$ cat src/rtl/clock_pkg.sv
// rtl/clock_pkg.sv - shared BCD constants and field moduli for the clock counters
package clock_pkg;

  localparam int         BCD_W   = 4;
  localparam logic [3:0] BCD_MAX = 4'd9;

  localparam int SEC_MOD  = 60;
  localparam int MIN_MOD  = 60;
  localparam int HOUR_MOD = 24;

  // Packs a binary value into four BCD digits; used for the terminal-count compare.
  function automatic logic [15:0] to_bcd(input int value);
    logic [15:0] r;
    int          v;
    r = '0;
    v = value;
    for (int i = 0; i < 4; i++) begin
      r[i*BCD_W +: BCD_W] = 4'(v % 10);
      v = v / 10;
    end
    return r;
  endfunction

endpackage

$ cat src/rtl/bcd_digit.sv
// rtl/bcd_digit.sv - one BCD digit stage with carry/borrow in and out
module bcd_digit
  import clock_pkg::*;
(
  input  logic [3:0] d,
  input  logic       ci,
  input  logic       up,
  input  logic [3:0] wrap_val,
  output logic [3:0] nxt,
  output logic       co
);

  always_comb begin
    nxt = d;
    co  = 1'b0;
    if (ci) begin
      if (up) begin
        if (d >= BCD_MAX) begin
          nxt = wrap_val;
          co  = 1'b1;
        end else begin
          nxt = d + 4'd1;
        end
      end else begin
        if (d == 4'd0 || d > BCD_MAX) begin
          nxt = wrap_val;
          co  = 1'b1;
        end else begin
          nxt = d - 4'd1;
        end
      end
    end
  end

endmodule

$ cat src/rtl/bcd_counter_mod.sv
// rtl/bcd_counter_mod.sv - multi-digit BCD modulo-N counter with load and cascade carry
// Define BCD_COUNTER_UPDOWN_EN to honour the up input; otherwise the counter is up-only.
module bcd_counter_mod
  import clock_pkg::*;
#(
  parameter int DIGITS  = 2,
  parameter int MODULUS = 60
) (
  input  logic                  clk,
  input  logic                  ncr,
  input  logic                  en,
  input  logic                  up,
  input  logic                  load,
  input  logic [4*DIGITS-1:0]   load_val,
  output logic [4*DIGITS-1:0]   out,
  output logic                  co,
  output logic                  load_err
);

  localparam int              W         = 4 * DIGITS;
  localparam logic [15:0]     TERM_FULL = to_bcd(MODULUS - 1);
  localparam logic [W-1:0]    TERM      = TERM_FULL[W-1:0];

  if (DIGITS < 1 || DIGITS > 4 || MODULUS < 2 || MODULUS > 10**DIGITS) begin : gen_bad_params
    $error("bcd_counter_mod: illegal DIGITS/MODULUS combination");
  end

  logic [W-1:0]    out_q, out_d;
  logic            load_err_q, load_err_d;
  logic            dir_up;
  logic [3:0]      wrap_val;
  logic [DIGITS:0] carry;
  logic [W-1:0]    chain_next;
  logic [W-1:0]    count_next;
  logic            terminal;
  logic            state_ok;
  logic            load_ok;
  logic            unused_carry;

`ifdef BCD_COUNTER_UPDOWN_EN
  assign dir_up = up;
`else
  logic unused_up;
  assign dir_up    = 1'b1;
  assign unused_up = up;
`endif

  function automatic logic digits_ok(input logic [W-1:0] v);
    logic ok;
    ok = 1'b1;
    for (int i = 0; i < DIGITS; i++) begin
      if (v[i*BCD_W +: BCD_W] > BCD_MAX) ok = 1'b0;
    end
    return ok;
  endfunction

  function automatic logic [15:0] bcd_to_bin(input logic [W-1:0] v);
    logic [15:0] acc;
    acc = '0;
    for (int i = DIGITS - 1; i >= 0; i--) begin
      acc = acc * 16'd10 + 16'(v[i*BCD_W +: BCD_W]);
    end
    return acc;
  endfunction

  assign wrap_val     = dir_up ? 4'd0 : BCD_MAX;
  assign carry[0]     = 1'b1;
  assign unused_carry = carry[DIGITS];

  for (genvar gi = 0; gi < DIGITS; gi++) begin : gen_digit
    bcd_digit u_digit (
      .d        (out_q[gi*BCD_W +: BCD_W]),
      .ci       (carry[gi]),
      .up       (dir_up),
      .wrap_val (wrap_val),
      .nxt      (chain_next[gi*BCD_W +: BCD_W]),
      .co       (carry[gi+1])
    );
  end

  always_comb begin
    state_ok = digits_ok(out_q) && (bcd_to_bin(out_q) < 16'(MODULUS));
    load_ok  = digits_ok(load_val) && (bcd_to_bin(load_val) < 16'(MODULUS));
    terminal = dir_up ? (out_q == TERM) : (out_q == '0);
    // The modulus wrap and any forced out-of-range state bypass the digit chain.
    if (!state_ok || terminal) begin
      count_next = dir_up ? '0 : TERM;
    end else begin
      count_next = chain_next;
    end
  end

  always_comb begin
    out_d      = out_q;
    load_err_d = 1'b0;
    if (load) begin
      if (load_ok) out_d = load_val;
      else         load_err_d = 1'b1;
    end else if (en) begin
      out_d = count_next;
    end
  end

  always_ff @(posedge clk) begin
    if (!ncr) begin
      out_q      <= '0;
      load_err_q <= 1'b0;
    end else begin
      out_q      <= out_d;
      load_err_q <= load_err_d;
    end
  end

  assign out      = out_q;
  assign load_err = load_err_q;
  assign co       = en & terminal;

endmodule
$ cat config.mk
export PLATFORM = sky130hd
export DESIGN_NAME = bcd_counter_mod
export DESIGN_NICKNAME = d
export VERILOG_FILES = /design/src/rtl/clock_pkg.sv /design/src/rtl/bcd_digit.sv /design/src/rtl/bcd_counter_mod.sv
export SDC_FILE = /design/constraint.sdc
export NUM_CORES = 1
export LEC_CHECK = 0
export CORE_MARGIN = 2
export CORE_UTILIZATION = 35
export DETAILED_ROUTE_END_ITERATION = 6
export SYNTH_ARGS = -nofsm -noshare
export SYNTH_HDL_FRONTEND = slang
export SYNTH_HIERARCHICAL = 1
export SYNTH_SLANG_ARGS = --single-unit
$ cat constraint.sdc
create_clock -name clk -period 2.9 [get_ports clk]
set_clock_uncertainty 0.15 [all_clocks]
set_input_delay 0.725 -clock clk [delete_from_list [all_inputs] [get_ports clk]]
set_output_delay 0.725 -clock clk [all_outputs]
set_load 0.05 [all_outputs]
== Yosys cells after proc, flatten, opt, wreduce, memory -nomap -nowiden ==
Index checks and enable logic that the tools add are counted.

* $add $sub $neg: 4
* Multiply operators: 2
* Magnitude comparators: 8
* Equal/unequal tests: 2
* Mux-type cells: 13
* Bitwise logic cells: 1
* Reduce and logical (&&, ||, !) cells: 9

{| class="wikitable"
|+ Operators with widths
! kind !! count
|-
| 8-bit two-way mux || 4
|-
| 8-bit by 4-bit adder with 9-bit output || 2
|-
| 9-bit by 6-bit < comparator with 1-bit output (second input constant) || 2
|-
| 4-bit greater-than comparator (second input constant) || 4
|-
| 4-bit by 3-bit multiplier with 7-bit output (second input constant) || 2
|-
| 4-bit two-way mux || 3
|-
| 4-bit by 1-bit adder with 4-bit output (second input constant) || 2
|-
| 8-bit by 7-bit equality test with 1-bit output (second input constant) || 1
|-
| 4-bit >= comparator (second input constant) || 2
|-
| 1-bit two-way mux || 6
|-
| 2-bit AND reduction || 2
|-
| 3-bit AND reduction || 1
|-
| 3-bit nonzero test || 1
|-
| 1-bit logical AND || 2
|-
| 2-bit by 1-bit inequality test with 1-bit output (second input constant) || 1
|-
| 2-bit nonzero test || 1
|-
| 1-bit AND || 1
|-
| 1-bit logical NOT || 1
|-
| 1-bit logical OR || 1
|}

* Register bits after elaboration: 9
* Input port bits: 13

== Longest topological paths before layout ==
* Word-level depth: 9
* Gate-level depth with buffers: 12

== Hierarchy ==
Netlist, hierarchy kept.

{| class="wikitable"
|+ By module, submodules not included
! module !! instances !! cells each !! area each (µm²) !! sequential area each (µm²)
|-
| bcd_counter_mod || 1 || 104 || 958.4 || 180.2
|-
| bcd_digit || 2 || 51 || 357.8 || 0.0
|}

== Worst setup path after synthesis ==
No wires, ideal clock.

* Path type: register to register
* From: reg out_q[7] (netlist: out[7])
* To: reg out_q[0] (netlist: out[0])
* Arrival time: 2.764 ns
* Required time: 2.655 ns
* Path slack: -0.110 ns
* Cell stages (with the launch flop): 9
* Clock period less this slack: 3.010 ns
* Cells stage by stage: dfxtp_1 -> ha_1 -> ha_1 -> fa_1 -> and4b_1 -> a31oi_1 -> o21ai_2 -> a32oi_1 -> a221oi_1

* Longest elaborated chain between the ends: 9
* Elaborated cells between the ends (all ways): 12
* Those cells by class: add/sub (1); mul (1); order compare (2); eq/ne (1); mux (4); reduce/logical (3)

{| class="wikitable"
|+ RTL lines
! element !! RTL line !! text
|-
| start: declaration || bcd_counter_mod.sv:28 || <nowiki>logic [W-1:0] out_q, out_d;</nowiki>
|-
| start signal: assignment || bcd_counter_mod.sv:109 || <nowiki>out_q <= out_d;</nowiki>
|-
| 4-bit by 3-bit multiplier with 7-bit output || bcd_counter_mod.sv:61 || <nowiki>acc = acc * 16'd10 + 16'(v[i*BCD_W +: BCD_W]);</nowiki>
|-
| 8-bit by 4-bit adder with 9-bit output || bcd_counter_mod.sv:61 ||
|-
| 9-bit by 6-bit < comparator with 1-bit output || bcd_counter_mod.sv:82 || <nowiki>state_ok = digits_ok(out_q) && (bcd_to_bin(out_q) < 16'(MODULUS));</nowiki>
|-
| 1-bit logical AND || bcd_counter_mod.sv:82 ||
|-
| 1-bit logical NOT || bcd_counter_mod.sv:86 || <nowiki>if (!state_ok || terminal) begin</nowiki>
|-
| 1-bit logical OR * || bcd_counter_mod.sv:86 ||
|-
| 8-bit two-way mux * || bcd_counter_mod.sv:86 ||
|-
| 8-bit two-way mux * || bcd_counter_mod.sv:99 || <nowiki>end else if (en) begin</nowiki>
|-
| 8-bit two-way mux * || bcd_counter_mod.sv:96 || <nowiki>if (load) begin</nowiki>
|}

Mark *: on every way between the ends. The rest lies on a longest branch, timed or not. The select of a mux whose other input is x is not followed.
A chain may end at the register's enable or synchronous reset.

== Worst setup path after layout ==
* From: in load_val[1]
* To: reg out_q[7] (netlist: out[7])

* Longest elaborated chain between the ends: 6
* Elaborated cells between the ends (all ways): 8
* Those cells by class: add/sub (1); order compare (2); eq/ne (1); mux (2); reduce/logical (2)

{| class="wikitable"
|+ RTL lines
! element !! RTL line !! text
|-
| start: declaration || bcd_counter_mod.sv:14 || <nowiki>input logic [4*DIGITS-1:0] load_val,</nowiki>
|-
| branches (longest 3 deep; another with 8-bit by 4-bit adder with 9-bit output) || -- ||
|-
| 1-bit logical AND * || bcd_counter_mod.sv:83 || <nowiki>load_ok = digits_ok(load_val) && (bcd_to_bin(load_val) < 16'(MODULUS));</nowiki>
|-
| 2-bit by 1-bit inequality test with 1-bit output (no source line) * || -- ||
|-
| 3-bit AND reduction (no source line) * || -- ||
|}

Mark *: on every way between the ends.

==> run summary <==
CP peak stage delay: 410 ps
run status: finished clean
origin of the worst setup path: load_val[1]
measured slew at the worst slew-check pin: 498 ps
Initial Util: 35.8%
die area: 5340 sq um
number of CTS-inserted buffers: 3
Fin Hold WS: 438 ps
wire length per cell: 14.3 microns
height of the die: 73.1 microns
first-pass GRT wire length: 7.72 mm
share of the cycle needed by the critical path after routing: 98.4%
power density normalized to cell area: 358 nW/um^2
worst hold path type: reg -> reg
layout overhead on the synthesized area: 35.7%
CP Data Required Time: 2850 ps
CTS H-tree depth: 1
worst path arrival time: 2800 ps
I/O pin total: 23
clock root buffer: clkbuf_8
final weighted congestion in routability-driven placement: 0.867
total DRC errors in the routed layout: 0
deepest clock path buffer count: 2
vias in the first global route: 1,665
Clk pin slew, worst setup/hold paths: 40 ps
Buffers on Ports: 21
TritonCTS clock tree: built
synthesized instance count: 205
floorplan core area: 4660 sq um
cell count after placement: 302
remaining antenna violation count: 0
cell area after layout: 2270 sq um
hold_sp: out[0]$_SDFFE_PN0P_
DP Worst Slack: -566 ps
total of warnings raised by yosys: 6
final core utilization: 48.6%
net count reported at finish: 291
Final Instance Count excl. Fillers: 307
peak supply drop: 0.327 mV
Num Clock Sinks: 9
max-cap violation count: 0
hold buffer count at cts: 0
Setup TNS Final: 0 ps
highest clock frequency the design can meet: 350 MHz
cell type of the slowest stage on the worst timing path: clkdlybuf4s50_1
PnR Total Power: 0.813 mW
syn_area_per_cell: 8.15 sq um
drt via density: 5.60
initial drt markers: 57
setup violation total in the final timing report: 0
overall via count from detail_route: 1,720
series of cell instances along the critical path: clkdlybuf4s50_1 > and2_1 > fa_2 > nor3b_2 > a41oi_2 > nor3b_4 > buf_4 > a31o_4 > a221oi_2
area of the mapped netlist: 1670 sq um
Leakage Power: 0.958 nW
Startpoint Class: input pin
Worst Path Class, Setup: in -> reg
Post-Place Cell Area: 2100 sq um
Crit Reg-Reg Startpoint: out[5]$_SDFFE_PN0P_
worst setup slack for register-to-register paths: 150 ps
worst-path fanout max: 8
Placement Rows: 25
placed wire-length estimate: 3.33 mm
type of destination of the critical path: flip-flop
number of antenna violations at the first check in global routing: 0
Pre-Repair DR Iteration Count: 4
Bufs and invs on worst path: 2
CP top delay family: simple AND/OR/NAND/NOR gates
grt total ovfl: 0
GRT Resource Usage Total: 17.8%
post-layout min period: 2850 ps
post-layout worst setup margin: 46.1 ps
hold violation count in the final report: 0
worst slew margin relative to its limit: 66.7%
clock latency of the later-clocked register in the worst-skew pair: 230 ps
diode insertion count for antenna repair: 0
Max Transition Viols Final: 0
fraction of final layout cells sized beyond drive strength 1: 24.9%
final routed wirelength across all metal layers: 4.38 mm
Horiz. Die Dim: 73.1 microns
pin count of the biggest net entering global routing: 20
[power by group]
part           internal [mW]  total (mW)  switching [mW]
clock                 0.0956       0.143          0.0472
sequential             0.137       0.149          0.0119
combinational          0.223       0.521           0.297
[worst min-delay path: stages (launching register included)]
cell      delay, ps
dfxtp_1         330
nor2_1          140
a221oi_2         70
[final timing paths]
check                             end  cells past startpoint
setup / recovery  out[7]$_SDFFE_PN0P_                      9
hold / removal    out[0]$_SDFFE_PN0P_                      2
setup reg to reg  out[6]$_SDFFE_PN0P_                      8
hold reg to reg   out[0]$_SDFFE_PN0P_                      2
[layout by cell type (no fill, tap or decap), types with 6 or more instances in the layout]
cell type         n
buf_4            20
nor2_1           19
inv_1            17
ha_1             17
conb_1           15
clkdlybuf4s50_1  15
a32oi_1          12
a221oi_2         10
o21ai_0           7
nand3_1           7
dfxtp_1           7
nand2_1           6
mux2i_1           6
[area by class of cell]
cell class | count | area, sq um
repair buffers | 41 | 353
clock buffers | 4 | 45.0
fillers | 446 | 2390
well taps | 54 | 67.6
inverters | 18 | 67.6
multi-input cells | 181 | 1550
flip-flops and latches | 9 | 183
[flip-flops by register name (all words and copies together) (netlist names)]
signal,count
load_err,1
out,8
[metal layers]
layer  vias to the layer above  wire length (microns)  track usage (%)
li1                        887                      -                -
met1                       810                   2060             24.3
met2                        23                   2200             31.0
met3                         0                    124             2.76
met4                         0                      0            0.617
met5                         -                      0                0
[timing repair]
action | 4_1_cts | 5_1_grt
pin swaps | 13 | 11
setup buffers | 0 | 1
resized for setup | 26 | 9
setup endpoints to repair | 8 | 8
(Power assumes the default switching activity.)
